==> src/rtl/spi_slave_core_if.sv <==
// Pins, configuration and FIFO handshakes of the SPI target core.
// crc_o exists only when SPI_SLV_CRC8_EN is defined.
interface spi_slave_core_if;
   logic        cpol_i;
   logic        cpha_i;
   logic        lsb_i;
   logic [1:0]  dtb_i;
   logic        en_i;
   logic        spi_sck_i;
   logic        spi_nss_i;
   logic        spi_mosi_i;
   logic        spi_miso_o;
   logic        spi_miso_en_o;
   logic        tx_valid_i;
   logic        tx_ready_o;
   logic [31:0] tx_data_i;
   logic        rx_valid_o;
   logic        rx_ready_i;
   logic [31:0] rx_data_o;
   logic        busy_o;
   logic        ovr_o;
   logic        udr_o;
   logic        fre_o;
`ifdef SPI_SLV_CRC8_EN
   logic [7:0]  crc_o;
`endif

   modport slave (
`ifdef SPI_SLV_CRC8_EN
      output crc_o,
`endif
      input  cpol_i, cpha_i, lsb_i, dtb_i, en_i,
      input  spi_sck_i, spi_nss_i, spi_mosi_i,
      output spi_miso_o, spi_miso_en_o,
      input  tx_valid_i, tx_data_i,
      output tx_ready_o,
      output rx_valid_o, rx_data_o,
      input  rx_ready_i,
      output busy_o, ovr_o, udr_o, fre_o
   );

   modport master (
`ifdef SPI_SLV_CRC8_EN
      input  crc_o,
`endif
      output cpol_i, cpha_i, lsb_i, dtb_i, en_i,
      output spi_sck_i, spi_nss_i, spi_mosi_i,
      input  spi_miso_o, spi_miso_en_o,
      output tx_valid_i, tx_data_i,
      input  tx_ready_o,
      input  rx_valid_o, rx_data_o,
      output rx_ready_i,
      input  busy_o, ovr_o, udr_o, fre_o
   );
endinterface

==> src/rtl/spi_slave_core.sv <==
// SPI target engine: oversamples SCK/NSS/MOSI in clk_i, exchanges words over valid/ready.
// Optional CRC-8 over received MOSI bits when SPI_SLV_CRC8_EN is defined.
module spi_slave_core #(
   parameter int SYNC_STAGES = 2
) (
   input  logic            clk_i,
   input  logic            rst_i,
   spi_slave_core_if.slave bus
);
   // state   | meaning
   // S_IDLE  | waiting for NSS fall with en_i high; MISO tri-stated
   // S_LOAD  | one cycle: fetch first TX word, present its first bit
   // S_SHIFT | frame active: sample MOSI / advance MISO on SCK edges
   typedef enum logic [1:0] {S_IDLE, S_LOAD, S_SHIFT} state_t;

   state_t                 r_state;
   state_t                 w_state_nxt;
   logic [SYNC_STAGES-1:0] r_sck_sync;
   logic [SYNC_STAGES-1:0] r_nss_sync;
   logic [SYNC_STAGES-1:0] r_mosi_sync;
   logic                   r_sck_q;
   logic                   r_nss_q;
   logic                   r_cpol;
   logic                   r_cpha;
   logic                   r_lsb;
   logic [1:0]             r_dtb;
   logic [4:0]             r_cnt;
   logic [4:0]             r_idx;
   logic [31:0]            r_rx_sr;
   logic [31:0]            r_txw;
   logic [31:0]            r_rx_data;
   logic                   r_fetch;
   logic                   r_miso;
   logic                   r_rx_valid;
   logic                   r_ovr;
   logic                   r_udr;
   logic                   r_fre;

   logic                   w_sck_s;
   logic                   w_nss_s;
   logic                   w_mosi_s;
   logic                   w_rise;
   logic                   w_fall;
   logic                   w_lead;
   logic                   w_trail;
   logic                   w_start;
   logic                   w_abort;
   logic                   w_in_shift;
   logic                   w_sample;
   logic                   w_shift;
   logic                   w_last;
   logic                   w_fetch;
   logic                   w_pop;
   logic                   w_udr;
   logic [4:0]             w_lm1;
   logic [31:0]            w_new_word;
   logic [31:0]            w_rx_next;

   function automatic logic bit_sel(input logic [31:0] word, input logic [4:0] idx,
                                    input logic lsb, input logic [4:0] lm1);
      logic [4:0] pos;
      pos = lsb ? idx : 5'(lm1 - idx);
      return word[pos];
   endfunction

   assign w_sck_s  = r_sck_sync[SYNC_STAGES-1];
   assign w_nss_s  = r_nss_sync[SYNC_STAGES-1];
   assign w_mosi_s = r_mosi_sync[SYNC_STAGES-1];
   assign w_rise   = w_sck_s & ~r_sck_q;
   assign w_fall   = ~w_sck_s & r_sck_q;
   assign w_lead   = r_cpol ? w_fall : w_rise;
   assign w_trail  = r_cpol ? w_rise : w_fall;

   // len-1 = 8*dtb+7, so the last bit index is just {dtb, 3'b111}
   assign w_lm1      = {r_dtb, 3'b111};
   assign w_start    = bus.en_i & ~w_nss_s & r_nss_q;
   assign w_abort    = (r_state != S_IDLE) & (w_nss_s | ~bus.en_i);
   assign w_in_shift = (r_state == S_SHIFT) & ~w_abort;
   assign w_sample   = w_in_shift & (r_cpha ? w_trail : w_lead);
   assign w_shift    = w_in_shift & (r_cpha ? w_lead : w_trail);
   assign w_last     = w_sample & (r_cnt == w_lm1);
   assign w_new_word = bus.tx_valid_i ? bus.tx_data_i : 32'd0;
   assign w_pop      = w_fetch & bus.tx_valid_i;
   assign w_udr      = w_fetch & ~bus.tx_valid_i;

   always_ff @(posedge clk_i or posedge rst_i) begin
      if (rst_i) r_state <= S_IDLE;
      else       r_state <= w_state_nxt;
   end

   always_comb begin
      w_state_nxt = r_state;
      w_fetch     = 1'b0;
      case (r_state)
         S_IDLE:  if (w_start) w_state_nxt = S_LOAD;
         S_LOAD:  begin
            w_fetch     = ~w_abort;
            w_state_nxt = S_SHIFT;
         end
         S_SHIFT: w_fetch = w_shift & r_fetch;
         default: w_state_nxt = S_IDLE;
      endcase
      if (w_abort) w_state_nxt = S_IDLE;
   end

   always_comb begin
      w_rx_next = {r_rx_sr[30:0], w_mosi_s};
      if (r_lsb) begin
         w_rx_next        = r_rx_sr >> 1;
         w_rx_next[w_lm1] = w_mosi_s;
      end
   end

   always_ff @(posedge clk_i or posedge rst_i) begin
      if (rst_i) begin
         r_sck_sync  <= '0;
         r_nss_sync  <= '1;
         r_mosi_sync <= '0;
         r_sck_q     <= 1'b0;
         r_nss_q     <= 1'b1;
      end else begin
         r_sck_sync  <= {r_sck_sync[SYNC_STAGES-2:0], bus.spi_sck_i};
         r_nss_sync  <= {r_nss_sync[SYNC_STAGES-2:0], bus.spi_nss_i};
         r_mosi_sync <= {r_mosi_sync[SYNC_STAGES-2:0], bus.spi_mosi_i};
         r_sck_q     <= w_sck_s;
         r_nss_q     <= w_nss_s;
      end
   end

   always_ff @(posedge clk_i or posedge rst_i) begin
      if (rst_i) begin
         r_cpol     <= 1'b0;
         r_cpha     <= 1'b0;
         r_lsb      <= 1'b0;
         r_dtb      <= 2'd0;
         r_cnt      <= 5'd0;
         r_idx      <= 5'd0;
         r_rx_sr    <= 32'd0;
         r_txw      <= 32'd0;
         r_rx_data  <= 32'd0;
         r_fetch    <= 1'b0;
         r_miso     <= 1'b0;
         r_rx_valid <= 1'b0;
         r_ovr      <= 1'b0;
         r_udr      <= 1'b0;
         r_fre      <= 1'b0;
      end else begin
         r_ovr <= 1'b0;
         r_fre <= 1'b0;
         r_udr <= w_udr;
         if (r_rx_valid && bus.rx_ready_i) r_rx_valid <= 1'b0;
         if (r_state == S_IDLE && w_start) begin
            r_cpol <= bus.cpol_i;
            r_cpha <= bus.cpha_i;
            r_lsb  <= bus.lsb_i;
            r_dtb  <= bus.dtb_i;
         end
         if (w_abort) begin
            r_fre   <= (r_cnt != 5'd0);
            r_cnt   <= 5'd0;
            r_fetch <= 1'b0;
         end
         if (r_state == S_LOAD && !w_abort) begin
            r_rx_sr <= 32'd0;
            r_cnt   <= 5'd0;
            r_fetch <= 1'b0;
            r_txw   <= w_new_word;
            r_miso  <= bit_sel(w_new_word, 5'd0, r_lsb, w_lm1);
            // cpha=1 re-drives bit 0 on the first leading edge
            r_idx   <= r_cpha ? 5'd0 : 5'd1;
         end
         if (w_sample) begin
            r_rx_sr <= w_last ? 32'd0 : w_rx_next;
            r_cnt   <= w_last ? 5'd0 : r_cnt + 5'd1;
            if (w_last) begin
               r_fetch <= 1'b1;
               if (!r_rx_valid || bus.rx_ready_i) begin
                  r_rx_data  <= w_rx_next;
                  r_rx_valid <= 1'b1;
               end else begin
                  r_ovr <= 1'b1;
               end
            end
         end
         if (w_shift) begin
            if (r_fetch) begin
               r_txw   <= w_new_word;
               r_miso  <= bit_sel(w_new_word, 5'd0, r_lsb, w_lm1);
               r_idx   <= 5'd1;
               r_fetch <= 1'b0;
            end else begin
               r_miso <= bit_sel(r_txw, r_idx, r_lsb, w_lm1);
               r_idx  <= (r_idx == w_lm1) ? 5'd0 : r_idx + 5'd1;
            end
         end
      end
   end

`ifdef SPI_SLV_CRC8_EN
   logic [7:0] r_crc;

   always_ff @(posedge clk_i or posedge rst_i) begin
      if (rst_i) begin
         r_crc <= 8'd0;
      end else if (r_state == S_LOAD && !w_abort) begin
         r_crc <= 8'd0;
      end else if (w_sample) begin
         r_crc <= {r_crc[6:0], 1'b0} ^ ((r_crc[7] ^ w_mosi_s) ? 8'h07 : 8'h00);
      end
   end

   assign bus.crc_o = r_crc;
`endif

   assign bus.spi_miso_o    = r_miso;
   assign bus.spi_miso_en_o = (r_state != S_IDLE);
   assign bus.busy_o        = (r_state != S_IDLE);
   assign bus.tx_ready_o    = w_pop;
   assign bus.rx_valid_o    = r_rx_valid;
   assign bus.rx_data_o     = r_rx_data;
   assign bus.ovr_o         = r_ovr;
   assign bus.udr_o         = r_udr;
   assign bus.fre_o         = r_fre;
endmodule

==> src/flat_wrapper.sv <==
// flat-port wrapper written by rule: the top's interface ports become plain ports
module spi_slave_core_flat 
#(
   parameter int SYNC_STAGES = 2
)
  (clk_i, rst_i, bus_cpol_i, bus_cpha_i, bus_lsb_i, bus_dtb_i, bus_en_i, bus_spi_sck_i, bus_spi_nss_i, bus_spi_mosi_i, bus_spi_miso_o, bus_spi_miso_en_o, bus_tx_valid_i, bus_tx_data_i, bus_tx_ready_o, bus_rx_valid_o, bus_rx_data_o, bus_rx_ready_i, bus_busy_o, bus_ovr_o, bus_udr_o, bus_fre_o);
  spi_slave_core_if bus_i ();
  input  logic clk_i;
  input  logic rst_i;
  input wire logic [$bits(bus_i.cpol_i)-1:0] bus_cpol_i;
  input wire logic [$bits(bus_i.cpha_i)-1:0] bus_cpha_i;
  input wire logic [$bits(bus_i.lsb_i)-1:0] bus_lsb_i;
  input wire logic [$bits(bus_i.dtb_i)-1:0] bus_dtb_i;
  input wire logic [$bits(bus_i.en_i)-1:0] bus_en_i;
  input wire logic [$bits(bus_i.spi_sck_i)-1:0] bus_spi_sck_i;
  input wire logic [$bits(bus_i.spi_nss_i)-1:0] bus_spi_nss_i;
  input wire logic [$bits(bus_i.spi_mosi_i)-1:0] bus_spi_mosi_i;
  output wire logic [$bits(bus_i.spi_miso_o)-1:0] bus_spi_miso_o;
  output wire logic [$bits(bus_i.spi_miso_en_o)-1:0] bus_spi_miso_en_o;
  input wire logic [$bits(bus_i.tx_valid_i)-1:0] bus_tx_valid_i;
  input wire logic [$bits(bus_i.tx_data_i)-1:0] bus_tx_data_i;
  output wire logic [$bits(bus_i.tx_ready_o)-1:0] bus_tx_ready_o;
  output wire logic [$bits(bus_i.rx_valid_o)-1:0] bus_rx_valid_o;
  output wire logic [$bits(bus_i.rx_data_o)-1:0] bus_rx_data_o;
  input wire logic [$bits(bus_i.rx_ready_i)-1:0] bus_rx_ready_i;
  output wire logic [$bits(bus_i.busy_o)-1:0] bus_busy_o;
  output wire logic [$bits(bus_i.ovr_o)-1:0] bus_ovr_o;
  output wire logic [$bits(bus_i.udr_o)-1:0] bus_udr_o;
  output wire logic [$bits(bus_i.fre_o)-1:0] bus_fre_o;
  assign bus_i.cpol_i = bus_cpol_i;
  assign bus_i.cpha_i = bus_cpha_i;
  assign bus_i.lsb_i = bus_lsb_i;
  assign bus_i.dtb_i = bus_dtb_i;
  assign bus_i.en_i = bus_en_i;
  assign bus_i.spi_sck_i = bus_spi_sck_i;
  assign bus_i.spi_nss_i = bus_spi_nss_i;
  assign bus_i.spi_mosi_i = bus_spi_mosi_i;
  assign bus_spi_miso_o = bus_i.spi_miso_o;
  assign bus_spi_miso_en_o = bus_i.spi_miso_en_o;
  assign bus_i.tx_valid_i = bus_tx_valid_i;
  assign bus_i.tx_data_i = bus_tx_data_i;
  assign bus_tx_ready_o = bus_i.tx_ready_o;
  assign bus_rx_valid_o = bus_i.rx_valid_o;
  assign bus_rx_data_o = bus_i.rx_data_o;
  assign bus_i.rx_ready_i = bus_rx_ready_i;
  assign bus_busy_o = bus_i.busy_o;
  assign bus_ovr_o = bus_i.ovr_o;
  assign bus_udr_o = bus_i.udr_o;
  assign bus_fre_o = bus_i.fre_o;
  spi_slave_core #(.SYNC_STAGES(SYNC_STAGES)) u_core (.clk_i(clk_i), .rst_i(rst_i), .bus(bus_i));
endmodule
==> config.mk <==
export PLATFORM = sky130hd
export DESIGN_NAME = spi_slave_core_flat
export DESIGN_NICKNAME = d
export VERILOG_FILES = /design/src/rtl/spi_slave_core_if.sv /design/src/rtl/spi_slave_core.sv /design/src/flat_wrapper.sv
export SDC_FILE = /design/constraint.sdc
export NUM_CORES = 1
export LEC_CHECK = 0
export ABC_AREA = 1
export BUFFER_PORTS_ARGS = -buffer_cell sky130_fd_sc_hd__buf_4
export CAP_MARGIN = 20
export CELL_PAD_IN_SITES_DETAIL_PLACEMENT = 2
export CELL_PAD_IN_SITES_GLOBAL_PLACEMENT = 2
export CORE_MARGIN = 3
export CORE_UTILIZATION = 34
export DETAILED_ROUTE_END_ITERATION = 12
export GPL_ROUTABILITY_DRIVEN = 0
export PLACE_DENSITY = 0.75
export SLEW_MARGIN = 30
export SYNTH_ARGS = -nofsm -noshare
export SYNTH_HDL_FRONTEND = slang
export SYNTH_SLANG_ARGS = --single-unit
export TNS_END_PERCENT = 20
==> constraint.sdc <==
create_clock -name clk_i -period 4.7 [get_ports clk_i]
set_clock_uncertainty 0.2 [all_clocks]
set_input_delay 0.47 -clock clk_i [delete_from_list [all_inputs] [get_ports clk_i]]
set_output_delay 0.47 -clock clk_i [all_outputs]
set_load 0.01 [all_outputs]
# Word-level counts from Yosys, hierarchy flattened
# Index checks and enable logic that the tools add are counted.
# classes
n_reduce_logical,15
add_sub_neg,3
n_eq_ne,6
muxes,51
n_bitwise,19
magnitude_cmp,4
# op_table
cell,count
32-bit 2-to-1 mux,8
5-bit 2-to-1 mux,10
32-bit bitwise mux,1
1-bit 2-to-1 mux,25
5-bit by 6-bit < comparator with 1-bit output (second input constant),3
1-bit AND,12
5-bit by 1-bit adder with 5-bit output (second input constant),2
1-bit binary-select mux with 5-bit select,2
5-bit equality test,2
1-bit inverter,6
2-bit case mux with 3 select lines,1
2-bit nonzero test,3
5-bit by 1-bit >= comparator with 1-bit output (second input constant),1
5-bit nonzero test,1
5-bit subtractor,1
1-bit logical AND,4
2-bit 2-to-1 mux,2
3-bit by 1-bit inequality test with 1-bit output (second input constant),1
3-bit AND reduction,1
3-bit nonzero test,1
1-bit demux with 2-bit select,1
2-bit by 1-bit equality test with 1-bit output (second input constant),1
2-bit equality test (second input constant),1
1-bit logical NOT,2
other kinds (6),6
# word_totals
word_cells,119
in_bits,45
regBits,127
output_inout_bits,40

# Depth between registers and ports, before layout
# depth
depth_word,11
ltp_mapped,14

# Worst setup path after synthesis
# No wires, ideal clock.
# synth_timing
path_type,register to output
startpoint,reg u_core.r_state[0]
endpoint,out bus_tx_ready_o
stages_incl_launch_ff,9
required_time_ps,4030
slack_ps,2316
path_buffers,1
arrival_time_ps,1714
path_cell_list,dfrtp_1 inv_1 ha_1 nor2_4 nor2_8 o211ai_2 o21a_1 clkbuf_1 nor3b_1
# synth_between
elab_chain_len,8
elab_cells_between_ends,10
# synth_rtl
element,line,rtl
start: declaration,spi_slave_core.sv:16,state_t r_state;
start signal: assignment,spi_slave_core.sv:88,else r_state <= w_state_nxt;
2-bit nonzero test,spi_slave_core.sv:77,assign w_abort = (r_state != S_IDLE) & (w_nss_s | ~bus.en_i);
1-bit AND,spi_slave_core.sv:77,
1-bit inverter,"spi_slave_core.sv:78, spi_slave_core.sv:97",
1-bit AND,spi_slave_core.sv:78,assign w_in_shift = (r_state == S_SHIFT) & ~w_abort;
1-bit AND,spi_slave_core.sv:80,assign w_shift = w_in_shift & (r_cpha ? w_lead : w_trail);
1-bit AND,spi_slave_core.sv:100,S_SHIFT: w_fetch = w_shift & r_fetch;
1-bit case mux with 2 select lines (*),spi_slave_core.sv:94,case (r_state)
1-bit AND (*),spi_slave_core.sv:83,assign w_pop = w_fetch & bus.tx_valid_i;
end: declaration,flat_wrapper.sv:22,output wire logic [$bits(bus_i.tx_ready_o)-1:0] bus_tx_ready_o;
# Every way passes the cells marked *; elsewhere a longest branch is shown, timed or not.

# Worst setup path after layout
# Same ends and word-level chain as after synthesis.

==> summary.md <==
| Metric | Value |
|---|---|
| Synth Net Count | 791 |
| First-pass GRT wire length | 31700 µm |
| Worst-path fanout max | 32 |
| Clock sinks | approximately 130 |
| Final wirelength | ~18000 µm |
| Num ports | 85 |
| Vias in the first global route | 6053 |
| Net Sw Frac | between 30% and 40% |
| Nets@finish | a little under 900 |
| I/O Buffers | 84 |
| Worst relative slew slack | 49.2% |
| Layout cell share with drive strength beyond 1 | 17.3% |
| Reg2reg end | u_core.bus.rx_data_o[16]$_DFFE_PP0P_ |
| Final min period | around 3400 ps |
| Dpl cell area | between 6000 and 7000 µm² |
| Initial DRC Count | 274 |
| Clk root buf | clkbuf_16 |
| Critical Path Start Type | flip-flop |
| Vert. Die Dim | 140 µm |
| Met1 Use GR | 25.9% |
| Min setup slack post-route | roughly 1300 ps |
| Chip width | ~140 µm |
| CP Capture Type | output port |
| Reg2Reg Setup Slack | 1680 ps |
| Register bit total from synthesis | ~130 |
| Max VDD drop | 0.286 mV |
| CTS tree | yes |
| Clk slew on worst S/H paths | about 60 ps |
| Most common cell in the synthesized netlist | nand2_1 |
| Logic pwr share | 31.3% |
| DP HPWL | ~13000 µm |
| Grt ovf | 0 |
| Die area | 19600 µm² |
| WHS Path Cells | 3 |
| LEAKAGE | 0.00359 µW |
| Largest net degree at the start of global routing | 69 |
| Fillers | between 1500 and 2000 |
| Net Switching | 1570 µW |
| Post-CTS setup buffer count | 0 |
| CP required | 4030 ps |
| Number of synthesized flops with an enable pin | 0 |
| Slew Viols, Final | 0 |
| Hold Violations, Final | 0 |
| Status | complete, no violations |
| Critical Path AT | 2760 ps |
| CTS Buf Count | 17 |
| Worst Max-Slew Pin Slew | 762 ps |
| Overall Global Routing Usage | 20.0% |
| Largest area contributor in the netlist | dfrtp_1 |
| Flop pwr share | between 30% and 40% |
| Sequential area share after synthesis | 52.1% |
| Yosys warns | 0 |
| Area Overhead vs Synth | 24.0% |
| Final setup violating endpoints | 0 |
| Clk buf depth | 2 |
| Worst-skew pair later-pin latency | 430 ps |
| Via-to-Cell Ratio | 5.04 |
| Internal power | between 2000 and 3000 µW |
| Power per Cell Area | 541 nW/µm² |
| # diodes | 0 |
| Unrepaired setup endpoints after global routing | no |
| Initial Util | 35.0% |
| Core Region | 17400 µm² |
| Mapped cell area | 6100 µm² |
| Initial DRT Pass Iterations | 6 |
| Initial antenna violation count | 0 |
| Clock share of power | between 30% and 40% |
| Worst Hold End | u_core.r_cpol$_DFFE_PP0P_ |
| H-tree depth | 4 |
| Top cell type's share of synthesized area | 50.9% |
| Synth top cells by count | nand2_1 (208), dfrtp_1 (124), inv_1 (103), o21ai_0 (77), nand3_1 (51) |
| Site Rows | 48 |
| Max Cap Viol | 0 |
| Library cells used by synthesis | 36 |
| Routed wire length per instance | ~18 µm |
| Main area contributors after synthesis | dfrtp_1 (51%), nand2_1 (13%), inv_1 (6.3%), o21ai_0 (6.3%), nand3_1 (4.2%) |
| Crit path kind | reg2out |
| Residual DRC | 0 |
| Met2 usage | around a third |
| Synthesized area per cell | just over 8 µm² |
| GRT Max-Usage Layer | met2 |
| Fmax achieved | 0.292 GHz |
| Worst hold margin | around 95 ps |
| Worst Reg-to-Reg Cells | 11 |
| Main synth FF type | dfrtp_1 |
| Worst Hold Launch | bus_cpol_i |
| Fin crit share | 72.9% |
| Grt met3 use | 4.17% |
| Final ANT Viol Nets | 0 |
| Reg2reg start | u_core.r_state[0]$_DFFE_PP0P_ |
| Hold Crit Class | in2reg |
| Fin Setup TNS | 0 ps |
| Mapped Cells | 737 |
| Asr flop ratio synth | 100% |
| Vias | 5310 |
| Post-route design area | 7570 µm² |
| Post-place setup slack | 1520 ps |
-- placed cells by master, fill, tap and decap left out, types with 2 or more instances in the layout --
| master | count |
|---|---|
| o22ai_1 | 28 |
| a21oi_1 | 11 |
| nand2_2 | 4 |
| dfrtp_1 | 123 |
| clkinvlp_4 | 4 |
| nor2_2 | 2 |
| o21ai_1 | 10 |
| a41oi_1 | 2 |
| buf_4 | 88 |
| dfstp_2 | 3 |
| nor2_4 | 2 |
| o21a_1 | 24 |
| xnor2_1 | 4 |
| ha_1 | 9 |
| nand3_1 | 51 |
| clkbuf_16 | 17 |
| dlygate4sd3_1 | 4 |
| clkinv_2 | 2 |
| inv_1 | 102 |
| nand2_1 | 207 |
| inv_6 | 4 |
| inv_2 | 4 |
| o21ai_0 | 77 |
| xor2_1 | 5 |
| nor2_1 | 18 |
| bufinv_16 | 3 |
| nor3b_1 | 2 |
-- worst max-delay path: stages, from the launching register on --
cell and delay (ps):
dfrtp_1 380, inv_1 110, ha_1 270, nor2_4 210, inv_1 120, nand2_1 350
o21a_2 600, nor3b_1 120, buf_4 170
-- cells by family (layout without fill, tap and decap cells) --
group,after synthesis,in the layout,synth area share [%]
and+or+nand+nor,293,293,20.4
AOI/OAI and AO/OA,158,158,15.0
buffers and inverters,141,232,9.39
DFF,127,127,52.1
adders and majority gates,9,9,1.85
xor gates and xnor gates,9,9,1.29
-- how the worst max path moves through the flow --
stage	startpoint	end	slack [ps]	depth (start not counted)
floorplan	rst_i	u_core.bus.fre_o$_DFF_PP0_	650	1
global route	u_core.r_state[0]$_DFFE_PP0P_	bus_tx_ready_o	1030	8
finish	u_core.r_state[0]$_DFFE_PP0P_	bus_tx_ready_o	1270	8
detailed placement	u_core.r_state[0]$_DFFE_PP0P_	u_core.r_rx_sr[20]$_DFFE_PP0P_	1520	8
CTS	u_core.r_state[0]$_DFFE_PP0P_	bus_tx_ready_o	1240	8
global placement	u_core.r_state[0]$_DFFE_PP0P_	u_core.bus.rx_data_o[9]$_DFFE_PP0P_	1680	10
-- timing repair --
| action | CTS | global route |
|---|---|---|
| hold endpoints to repair | 4 | 0 |
| gates resized for setup | 0 | 0 |
| hold buffers | 4 | 0 |
-- power by group through the flow --
stage	Clock [µW]	Sequential [µW]	Combinational (µW)
3_3_place_gp	0	1430	1220
2_1_floorplan	0	1390	947
5_1_grt	1470	1450	1480
3_5_place_dp	0	1440	1280
4_1_cts	1410	1430	1300
6_report	1380	1430	1280
-- state kept, by name, summed over array words and instances (netlist names), 2 cells and up --
| signal | count |
|---|---|
| u_core.bus.rx_data_o | 32 |
| u_core.r_rx_sr | 32 |
| u_core.r_txw | 32 |
| u_core.r_cnt | 5 |
| u_core.r_idx | 5 |
| u_core.r_dtb | 2 |
| u_core.r_mosi_sync | 2 |
| u_core.r_nss_sync | 2 |
| u_core.r_sck_sync | 2 |
| u_core.r_state | 2 |
-- routing by layer --
layer	wire, µm	up-vias
met5	0	-
met4	227	0
met3	600	17
met2	9170	82
met1	8440	2686
li1	-	2525
-- layout make-up --
type / instances / area (µm²) / share of cell area (%)
tap: 225 / 282 / 3.72
inverter: 107 / 404 / 5.34
timing repair buffer: 93 / 728 / 9.62
clock inverter: 15 / 185 / 2.45
multi-input combinational: 469 / 2360 / 31.2
clock buffer: 17 / 425 / 5.62
sequential: 127 / 3180 / 42.1
-- stage by stage --
| step | total power, µW | util (%) | cells |
|---|---|---|---|
| 6_report | 4090 | 43.4 | 1053 |
| 5_1_grt | 4400 | 43.4 | 1053 |
| 3_3_place_gp | 2650 | 39.5 | 1016 |
| 2_1_floorplan | 2330 | - | 737 |
| 3_5_place_dp | 2720 | 39.7 | 1017 |
| 4_1_cts | 4150 | 43.4 | 1053 |
(Power assumes the default switching activity.)
